===== config.mk =====
export PLATFORM = sky130hd
export DESIGN_NAME = if_fetch_queue
export DESIGN_NICKNAME = d
export VERILOG_FILES = /design/src/rtl/if_fetch_queue_pkg.sv /design/src/rtl/if_fetch_queue_fetch_fifo.sv /design/src/rtl/if_fetch_queue.sv
export SDC_FILE = /design/constraint.sdc
export NUM_CORES = 1
export LEC_CHECK = 0
export ABC_AREA = 1
export BUFFER_PORTS_ARGS = -buffer_cell sky130_fd_sc_hd__buf_2
export CORE_MARGIN = 2
export CORE_UTILIZATION = 30
export CTS_CLUSTER_SIZE = 12
export DETAILED_ROUTE_END_ITERATION = 12
export PLACE_DENSITY = 0.52
export SYNTH_ARGS = -nofsm -noshare
export SYNTH_HDL_FRONTEND = slang
export SYNTH_HIERARCHICAL = 1
export SYNTH_SLANG_ARGS = --single-unit

===== constraint.sdc =====
create_clock -name clk -period 8.05 [get_ports clk]
set_input_delay 2.0125 -clock clk [delete_from_list [all_inputs] [get_ports clk]]
set_output_delay 2.0125 -clock clk [all_outputs]
set_load 0.02 [all_outputs]

===== src/rtl/if_fetch_queue_pkg.sv =====
// Shared fetch/decode constants: datapath width, NOP encoding, opcode fields, queue entry width.
package if_fetch_queue_pkg;
  localparam int          FQ_XLEN    = 32;
  localparam logic [31:0] NOP_INST   = 32'h0000_0013;
  localparam logic [6:0]  OPC_LUI    = 7'b0110111;
  localparam logic [6:0]  OPC_AUIPC  = 7'b0010111;
  localparam logic [6:0]  OPC_JAL    = 7'b1101111;
  localparam logic [6:0]  OPC_JALR   = 7'b1100111;
  localparam logic [6:0]  OPC_BRANCH = 7'b1100011;
  localparam logic [6:0]  OPC_LOAD   = 7'b0000011;
  localparam logic [6:0]  OPC_STORE  = 7'b0100011;
  localparam logic [6:0]  OPC_OPIMM  = 7'b0010011;
  localparam logic [6:0]  OPC_OP     = 7'b0110011;

  function automatic int entry_w(input int xlen);
    return xlen + 32;
  endfunction
endpackage


===== src/rtl/if_fetch_queue_fetch_fifo.sv =====
// Synchronous FIFO, registered head, 1-cycle push-to-head latency; flush beats push/pop.
// No internal overflow protection: the producer must honour full/count.
module fetch_fifo #(
  parameter int W     = 64,
  parameter int DEPTH = 2
) (
  input  logic                     clk,
  input  logic                     rst,
  input  logic                     push,
  input  logic                     pop,
  input  logic                     flush,
  input  logic [W-1:0]             din,
  output logic                     full,
  output logic                     empty,
  output logic [$clog2(DEPTH):0]   count,
  output logic [W-1:0]             head
);
  localparam int AW = $clog2(DEPTH);
  localparam int CW = AW + 1;

  logic [W-1:0]  mem_q [DEPTH];
  logic [W-1:0]  mem_d [DEPTH];
  logic [AW-1:0] wr_q, wr_d, rd_q, rd_d;
  logic [CW-1:0] cnt_q, cnt_d;

  // DEPTH is a power of two, so the natural pointer overflow is the mod-DEPTH wrap.
  always_comb begin
    mem_d = mem_q;
    wr_d  = wr_q;
    rd_d  = rd_q;
    cnt_d = cnt_q;
    if (flush) begin
      wr_d  = '0;
      rd_d  = '0;
      cnt_d = '0;
    end else begin
      if (push) begin
        mem_d[wr_q] = din;
        wr_d        = wr_q + 1'b1;
      end
      if (pop) begin
        rd_d = rd_q + 1'b1;
      end
      cnt_d = cnt_q + CW'(push) - CW'(pop);
    end
  end

  always_ff @(posedge clk) begin
    if (rst) begin
      wr_q  <= '0;
      rd_q  <= '0;
      cnt_q <= '0;
    end else begin
      wr_q  <= wr_d;
      rd_q  <= rd_d;
      cnt_q <= cnt_d;
    end
    mem_q <= mem_d;
  end

  assign full  = (cnt_q == CW'(DEPTH));
  assign empty = (cnt_q == '0);
  assign count = cnt_q;
  assign head  = mem_q[rd_q];
endmodule


===== src/rtl/if_fetch_queue.sv =====
// Fetch stage: PC, 1-cycle imem requests, {pc,inst} queue to decode; fetch-to-decode 2 cycles.
// Requests stop once queued + in-flight entries would exceed DEPTH; redirects flush everything.
module if_fetch_queue
  import if_fetch_queue_pkg::*;
#(
  parameter int              XLEN     = FQ_XLEN,
  parameter logic [XLEN-1:0] RESET_PC = '0,
  parameter int              DEPTH    = 2
) (
  input  logic            clk,
  input  logic            rst,
  output logic            imem_en,
  output logic [XLEN-1:0] imem_addr,
  input  logic [31:0]     imem_rdata,
  input  logic            redirect_valid,
  input  logic [XLEN-1:0] redirect_pc,
  output logic            id_valid,
  input  logic            id_ready,
  output logic [XLEN-1:0] id_pc,
  output logic [31:0]     id_inst
);
  localparam int EW  = entry_w(XLEN);
  localparam int CW  = $clog2(DEPTH) + 1;
  localparam int CW1 = CW + 1;

  logic [XLEN-1:0] pc_q, pc_d, pend_pc_q, pend_pc_d;
  logic            pend_q, pend_d;
  logic [CW-1:0]   count;
  logic [CW1-1:0]  credit;
  logic [EW-1:0]   head;
  logic            empty, full, pop, push, issue;
  logic            unused_sig;

  assign pop = id_valid & id_ready;
  // The in-flight response owns a slot, so a stalled queue can never be overrun.
  assign credit = {1'b0, count} + CW1'(pend_q) - CW1'(pop);
  assign issue  = ~rst & ~redirect_valid & (credit < CW1'(DEPTH));
  assign push   = pend_q & ~redirect_valid;

  assign imem_en   = issue;
  assign imem_addr = pc_q;
  assign id_valid  = ~empty & ~redirect_valid;
  assign id_pc     = empty ? '0 : head[EW-1:32];
  assign id_inst   = empty ? '0 : head[31:0];

  always_comb begin
    pc_d      = pc_q;
    pend_d    = 1'b0;
    pend_pc_d = pend_pc_q;
    if (redirect_valid) begin
      pc_d = {redirect_pc[XLEN-1:2], 2'b00};
    end else if (issue) begin
      pc_d      = pc_q + XLEN'(4);
      pend_d    = 1'b1;
      pend_pc_d = pc_q;
    end
  end

  always_ff @(posedge clk) begin
    if (rst) begin
      pc_q      <= RESET_PC;
      pend_q    <= 1'b0;
      pend_pc_q <= '0;
    end else begin
      pc_q      <= pc_d;
      pend_q    <= pend_d;
      pend_pc_q <= pend_pc_d;
    end
  end

  fetch_fifo #(
    .W     (EW),
    .DEPTH (DEPTH)
  ) u_fifo (
    .clk   (clk),
    .rst   (rst),
    .push  (push),
    .pop   (pop),
    .flush (redirect_valid),
    .din   ({pend_pc_q, imem_rdata}),
    .full  (full),
    .empty (empty),
    .count (count),
    .head  (head)
  );

  assign unused_sig = ^{full, redirect_pc[1:0]};
endmodule


Yosys cells after proc, flatten, opt, wreduce, memory -nomap -nowiden
Index checks and enable logic that the tools add are counted.
W data, S select, Z words.
{"block": "word_totals", "reg_bits": 197, "in_bits": 68, "out_inout_bits": 98, "wordCells": 47}
{"block": "classes", "n_addsub": 7, "order_cmp": 4, "n_mux": 11, "bitwise": 10, "reduce_logical": 6}
{"cell": "$mux W64", "count": 4}
{"cell": "$bwmux W128", "count": 1}
{"cell": "$mux W32", "count": 4}
{"cell": "$demux W64 S1", "count": 1}
{"cell": "$add A32 B3 Y32 const B", "count": 1}
{"cell": "$and A1 B1 Y1", "count": 5}
{"cell": "$ge A2 B2 Y1 const B", "count": 2}
{"cell": "$not A1 Y2", "count": 2}
{"cell": "$reduce_and A2 Y1", "count": 2}
{"cell": "$add A2 B1 Y3", "count": 1}
{"cell": "$lt A3 B2 Y1 const B", "count": 1}
{"cell": "$not A1 Y1", "count": 3}
{"cell": "$sub A3 B1 Y3", "count": 1}
{"cell": "$add A1 B1 Y1 const B", "count": 2}
{"cell": "$add A2 B1 Y2", "count": 1}
{"cell": "$logic_not A2 Y1", "count": 1}
{"cell": "$lt A2 B1 Y1 const B", "count": 1}
{"cell": "$reduce_bool A2 Y1", "count": 1}
{"cell": "$reduce_or A2 Y1", "count": 1}
{"cell": "$sub A2 B1 Y2", "count": 1}
{"cell": "$logic_and A1 B1 Y1", "count": 1}
{"cell": "$mux W1", "count": 1}

Longest topological paths before layout
Gate-level depths: netlist (run 1).
{"block": "logic_depth", "word_depth": 9, "depth_mapped": 17, "depth_no_buf": 15}

By module
The synthesis (run 1) kept the hierarchy.
{"module": "fetch_fifo", "instances": 1, "cells_each": 227, "area_each_um2": 5051.1, "seq_area_each_um2": 3923.8}
{"module": "if_fetch_queue", "instances": 1, "cells_each": 671, "area_each_um2": 4023.9, "seq_area_each_um2": 1221.2}

Worst setup path after synthesis (run 1)
Ideal clock, no wire load.
{"block": "synth_path", "kind": "input port to flip-flop", "start": "input port redirect_valid", "end": "register u_fifo/mem_q[0] (netlist name) (enable)", "setup_ns": 0.565, "arrival_time_ns": 6.885, "required_time_ns": 7.485, "setup_slack_ns": 0.599, "path_stages": 5, "n_path_buf": 2, "path_cell_list": "buf_2 > clkbuf_1 > nor2_1 > inv_1 > nor3_1"}
{"block": "synth_between", "elab_chain_cells": 3}
{"item": "start: declaration", "line": "if_fetch_queue.sv:15", "source": "input logic redirect_valid,"}
{"item": "$not A1 Y1 (no line)"}
{"item": "$and A1 B1 Y1", "line": "if_fetch_queue.sv:38", "source": "assign push = pend_q & ~redirect_valid;"}
{"item": "named net push", "line": "if_fetch_queue.sv:31", "source": "logic empty, full, pop, push, issue;"}
{"item": "$reduce_and A2 Y1 (no line)"}
{"item": "end signal: assignment", "line": "if_fetch_queue_fetch_fifo.sv:58", "source": "mem_q <= mem_d;"}
{"item": "end: declaration", "line": "if_fetch_queue_fetch_fifo.sv:21", "source": "logic [W-1:0] mem_q [DEPTH];"}
The timed path passes the listed nets, and every way through them passes these cells.
A chain may end at the register's enable or synchronous reset.

Final worst setup path (run 1)
{"block": "layout_path", "start": "input port redirect_valid", "end": "output port imem_en"}
{"block": "layout_between", "elab_chain_cells": 6, "elab_cells_between_ends": 7, "classes_between": "1 x add/sub; 1 x order compare; 5 x bitwise"}
{"item": "$not A1 Y1 (no line)"}
{"item": "$and A1 B1 Y1", "line": "if_fetch_queue.sv:42", "source": "assign id_valid = ~empty & ~redirect_valid;"}
{"item": "$and A1 B1 Y1", "line": "if_fetch_queue.sv:34", "source": "assign pop = id_valid & id_ready;"}
{"item": "named net pop", "line": "if_fetch_queue.sv:31"}
{"item": "$sub A3 B1 Y3", "line": "if_fetch_queue.sv:36", "source": "assign credit = {1'b0, count} + CW1'(pend_q) - CW1'(pop);"}
{"item": "$lt A3 B2 Y1", "line": "if_fetch_queue.sv:37", "source": "assign issue = ~rst & ~redirect_valid & (credit < CW1'(DEPTH));"}
{"item": "$and A1 B1 Y1", "line": "if_fetch_queue.sv:37"}
{"item": "end: declaration", "line": "if_fetch_queue.sv:12", "source": "output logic imem_en,"}
The timed path passes the listed nets, and every way through them passes these cells.

==> run_results.csv, run 1 <==
group,metric,value,unit
power_and_ir_drop,total_power,2.11,mW
route,firstDrtPassIters,5,
critical_path,slowest_stage,"fa_1",
floorplanning,chipHeight,178,microns
clock_tree,postCtsHoldBufs,0,
power_and_ir_drop,switching_share,0.236,
layout,finalInstanceArea,0.0108,sq mm
power_and_ir_drop,switchingPower,0.498,mW
placement,gp_congestion,0.783,
power_and_ir_drop,power.density,196,mW/mm^2
timing,setup_ws,1.94,ns
min_path,worstHoldPathType,"reg -> reg",
route,drc,0,
global_route,antenna_found_initial,0,
placement,placedCellCount,1422,
route,vias,6176,
route,wl,20.5,mm
critical_path,end_kind,"primary output",
placement,io_buffers,161,
floorplanning,die_area,0.0316,sq mm
timing,clock_skew,0.0108,ns
layout,drive_gt1_frac,0.280,
global_route,grt_overflow,0,
clock_tree,cts_setup_buffers,0,
power_and_ir_drop,p_int,1.61,mW
power_and_ir_drop,combPwrFrac,0.077,
power_and_ir_drop,power.share.clock,0.395,
floorplanning,die_x,178,microns
layout,fillers,3042,
timing,hold_viol,0,
critical_path,start_kind,"input pin",
timing,fin_crit_sh,0.758,
clock_tree,numCtsBuffers,17,
flow_run,cap_viol_max_count,0,
layout,num_antenna_cells,0,
timing,rsz0062_at_grt,"no",
power_and_ir_drop,leakage,4.66,nW
clock_tree,clock_latency,0.43,ns
route,wl_per_cell,14.1,microns
timing,fmax,0.164,GHz
yosys,synthesis.area,0.00907,sq mm
critical_path,cpPeakStageDelay,0.51,ns
layout,layout_common_cells,"buf_2, nand2_1, nor2_1, inv_1, edfxtp_1",
yosys,syn_inst,897,
critical_path,cp.arrival,4.09,ns
critical_path,worstPathMaxFanout,3,
timing,worst_slew_pin_slew,0.779,ns
timing,holdWs,0.456,ns
clock_tree,cts_tree,"yes",
power_and_ir_drop,vdd_ir_drop_max,136,uV
floorplanning,ios,166,
placement,dp_hpwl,14.0,mm
timing,slew-limit-headroom,0.481,
route,drt_iter0_drc,340,
global_route,grt_usage,0.132,
floorplanning,initial_core_util,0.305,
timing,maxSlewViolCount,0,
global_route,grt_pass1_vias,5825,
timing,setup_viol,0,
power_and_ir_drop,seq_power_share,0.528,
critical_path,cp_cell_sequence,"buf_2, nor3b_1, ha_1, or2_2, fa_1, nand2_2, nor2_2, nand2_2, inv_2, buf_2",
placement,pre_cts_slack,1.92,ns
global_route,grt_pass1_wl,31.7,mm
clock_tree,clock-sinks,193,
critical_path,critPathRequiredTime,6.04,ns
clock_tree,cts_resized,0,
global_route,grt_max_degree,67,
layout,final_nets,1124,
yosys,avgSynthCellArea,10.1,sq um
layout,stdcell_count,1454,
floorplanning,std_cell_rows,63,
clock_tree,clock_path_buffers,2,
clock_tree,clk_pin_slew,0.07,ns
route,ant_nets,0,
layout,mostFrequentLayoutCell,"buf_2",
timing,layout_min_cycle_time,6.11,ns
yosys,yosysWarnings,6,
clock_tree,cts-root-buf,"clkbuf_16",
floorplanning,coreArea,0.0297,sq mm
clock_tree,htree_levels,4,
critical_path,path_class,"in -> out",
route,vias_per_cell,4.25,
layout,areaGrowthSynthToFinish,18.6,%
layout,fin_util,0.362,
timing,finalSetupTns,0,ns
run_status,status,"finished clean",
placement,placed_cell_area,0.0102,sq mm
state kept, by name, summed over array words and instances (netlist names):
register and flops:
u_fifo/wr_q 1, pend_q 1, pend_pc_q 30, imem_addr 30
u_fifo/mem_q 128, u_fifo/rd_q 1, u_fifo/count 2
metal layers:
metal / vias to the layer above / wire, microns / global-route usage
met3: 13 / 1120 / 0.0291
li1: 3211 / - / -
met5: - / 0 / 0
met4: 0 / 182 / 0.0348
met2: 157 / 8900 / 0.207
met1: 2795 / 10300 / 0.183
worst max-delay path: cells and delay by family:
kind | cells | cell delay (ns)
fa+ha+maj | 2 | 0.83
buf+inv | 3 | 0.30
simple gates | 5 | 0.95
power by group through the flow:
stage | clock network, mW | registers, mW | logic, mW
floorplan | 0 | 1.14 | 0.101
global placement | 0 | 1.13 | 0.163
detailed placement | 0 | 1.13 | 0.165
CTS | 0.863 | 1.11 | 0.166
global route | 0.899 | 1.12 | 0.185
finish | 0.833 | 1.11 | 0.163
layout make-up:
| class | instances | area, sq um | share of cell area |
|---|---|---|---|
| Sequential cell | 193 | 5150 | 0.479 |
| Clock inverter | 13 | 135 | 0.0126 |
| Timing Repair Buffer | 170 | 873 | 0.0812 |
| Inverter | 136 | 512 | 0.0476 |
| Tap cell | 390 | 488 | 0.0454 |
| Clock buffer | 19 | 443 | 0.0412 |
| Multi-Input combinational cell | 533 | 3160 | 0.294 |
worst paths after layout:
path / from / end / slack, ns / depth (start not counted)
worst min-delay path: pend_pc_q[13] / u_fifo/mem_q[109] / 0.46 / 0
worst max-delay path: redirect_valid / imem_en / 1.94 / 10
worst min register to register: pend_pc_q[13] / u_fifo/mem_q[109] / 0.46 / 0
worst max register to register: u_fifo/count[1] / imem_addr[12] / 3.56 / 16
(Power assumes the default switching activity.)
==> run 2, diff against run 1 <==
- clock period: 8.05 -> 6.3 ns (I/O delays scaled with it)
==> run_results.csv, run 2 (synthesis results as in run 1) <==
group,metric,value,unit
run_status,status,"finished clean",
timing,holdWs,0.456,ns
route,vias,6213,
power_and_ir_drop,leakage,4.68,nW
min_path,min_to,"u_fifo/mem_q[37]",
placement,dp_hpwl,13.9,mm
placement,io_buffers,161,
clock_tree,clock_path_buffers,2,
placement,placed_cell_area,0.0102,sq mm
route,ant_nets,0,
floorplanning,chipHeight,178,microns
floorplanning,die_x,178,microns
placement,gp_congestion,0.772,
critical_path,cpPeakStageDelay,0.51,ns
layout,layout_common_cells,"buf_2, nand2_1, nor2_1, inv_1, edfxtp_1",
layout,drive_gt1_frac,0.282,
global_route,grt_max_degree,66,
critical_path,ff2ff_setup_slack,2.27,ns
global_route,top_usage_layer,"met2",
floorplanning,initial_core_util,0.305,
timing,clock_skew,0.0123,ns
route,wl,20.4,mm
clock_tree,clock_latency,0.43,ns
global_route,grt_pass1_wl,31.4,mm
critical_path,cp_cell_sequence,"buf_2, nor3b_1, ha_1, or2_2, fa_1, nand2_2, nor2_2, nand2_2, inv_2, buf_2",
timing,slew-limit-headroom,0.517,
power_and_ir_drop,power.density,254,mW/mm^2
clock_tree,postCtsHoldBufs,0,
critical_path,r2r-end,"imem_addr[12]",
global_route,grtUsageMet1,0.187,
route,drt_iter0_drc,311,
layout,stdcell_count,1455,
critical_path,worstReg2RegStart,"u_fifo/count[1]",
min_path,whs_path_depth,0,
clock_tree,cts-root-buf,"clkbuf_16",
critical_path,worstPathMaxFanout,3,
clock_tree,cts_tree,"yes",
critical_path,end_kind,"primary output",
route,drc,0,
layout,fillers,3076,
global_route,antenna_found_initial,0,
layout,mostFrequentLayoutCell,"buf_2",
timing,fin_crit_sh,0.831,
layout,final_nets,1125,
power_and_ir_drop,vdd_ir_drop_max,160,uV
critical_path,critPathRequiredTime,4.72,ns
clock_tree,cts_resized,0,
timing,setup_viol,0,
clock_tree,cts_setup_buffers,0,
clock_tree,htree_levels,4,
global_route,grt_usage,0.130,
placement,placedCellCount,1423,
route,wl_per_cell,14.0,microns
timing,hold_viol,0,
route,firstDrtPassIters,5,
timing,worst_slew_pin_slew,0.725,ns
layout,finalInstanceArea,0.0108,sq mm
global_route,grt_overflow,0,
floorplanning,die_area,0.0316,sq mm
clock_tree,clock-sinks,193,
layout,largest_reg_flops,128,
critical_path,worst-r2r-cell-count,15,
floorplanning,std_cell_rows,63,
clock_tree,numCtsBuffers,17,
global_route,use_met2,0.196,
timing,rsz0062_at_grt,"no",
flow_run,cap_viol_max_count,0,
route,vias_per_cell,4.27,
timing,maxSlewViolCount,0,
layout,areaGrowthSynthToFinish,19.0,%
layout,num_antenna_cells,0,
critical_path,start_kind,"input pin",
global_route,grt_pass1_vias,5748,
critical_path,path_class,"in -> out",
timing,fmax,0.191,GHz
critical_path,cp.arrival,3.66,ns
min_path,hp-start,"pend_pc_q[5]",
floorplanning,ios,166,
layout,regMostFlops,"u_fifo/mem_q",
timing,layout_min_cycle_time,5.23,ns
global_route,use_met3,0.0263,
min_path,worstHoldPathType,"reg -> reg",
floorplanning,coreArea,0.0297,sq mm
critical_path,slowest_stage,"fa_1",
clock_tree,clk_pin_slew,0.07,ns
==> run 2: area by class of cell <==
cell class,instances,area (sq um),area share
multi-input combinational,533,3160,0.293
sequential,193,5150,0.477
clock buffer,21,482,0.0446
tap,390,488,0.0452
clock inverter,11,126,0.0117
timing repair buffer,171,881,0.0816
inverter,136,512,0.0474
==> run 2: how the worst max path moves through the flow <==
| stage | cells after the start | end | slack [ns] | startpoint |
|---|---|---|---|---|
| CTS | 10 | imem_en | 1.02 | redirect_valid |
| finish | 10 | imem_en | 1.07 | redirect_valid |
| detailed placement | 10 | imem_en | 1.03 | redirect_valid |
| global placement | 10 | imem_en | 1.05 | redirect_valid |
| global route | 10 | imem_en | 0.93 | redirect_valid |
| floorplan | 5 | u_fifo/mem_q[0] | -0.71 | redirect_valid |
==> run 2: critical path: cells and delay by family <==
family / cells / cell delay, ns
simple gates: 5 / 0.94
fa+ha+maj: 2 / 0.83
buf+inv: 3 / 0.30
==> run 2: metrics by stage <==
step	power (mW)	util	setup TNS [ns]	setup WS (ns)
2_1_floorplan	1.58	-	-91.26	-0.713
3_3_place_gp	1.66	0.343	0	1.05
3_5_place_dp	1.66	0.343	0	1.03
4_1_cts	2.79	0.363	0	1.02
5_1_grt	2.86	0.363	0	0.929
6_report	2.74	0.363	0	1.07
==> run 2: power breakdown <==
part / switching [mW] / total [mW] / internal (mW)
Combinational: 0.131 / 0.208 / 0.0766
Sequential: 0.0361 / 1.42 / 1.39
Clock: 0.479 / 1.11 / 0.634
==> run 2: per-layer routing <==
| layer | part of all wire | routed length [microns] |
|---|---|---|
| met5 | 0 | 0 |
| met4 | 0.0095 | 195 |
| met3 | 0.052 | 1050 |
| met2 | 0.43 | 8850 |
| met1 | 0.51 | 10300 |
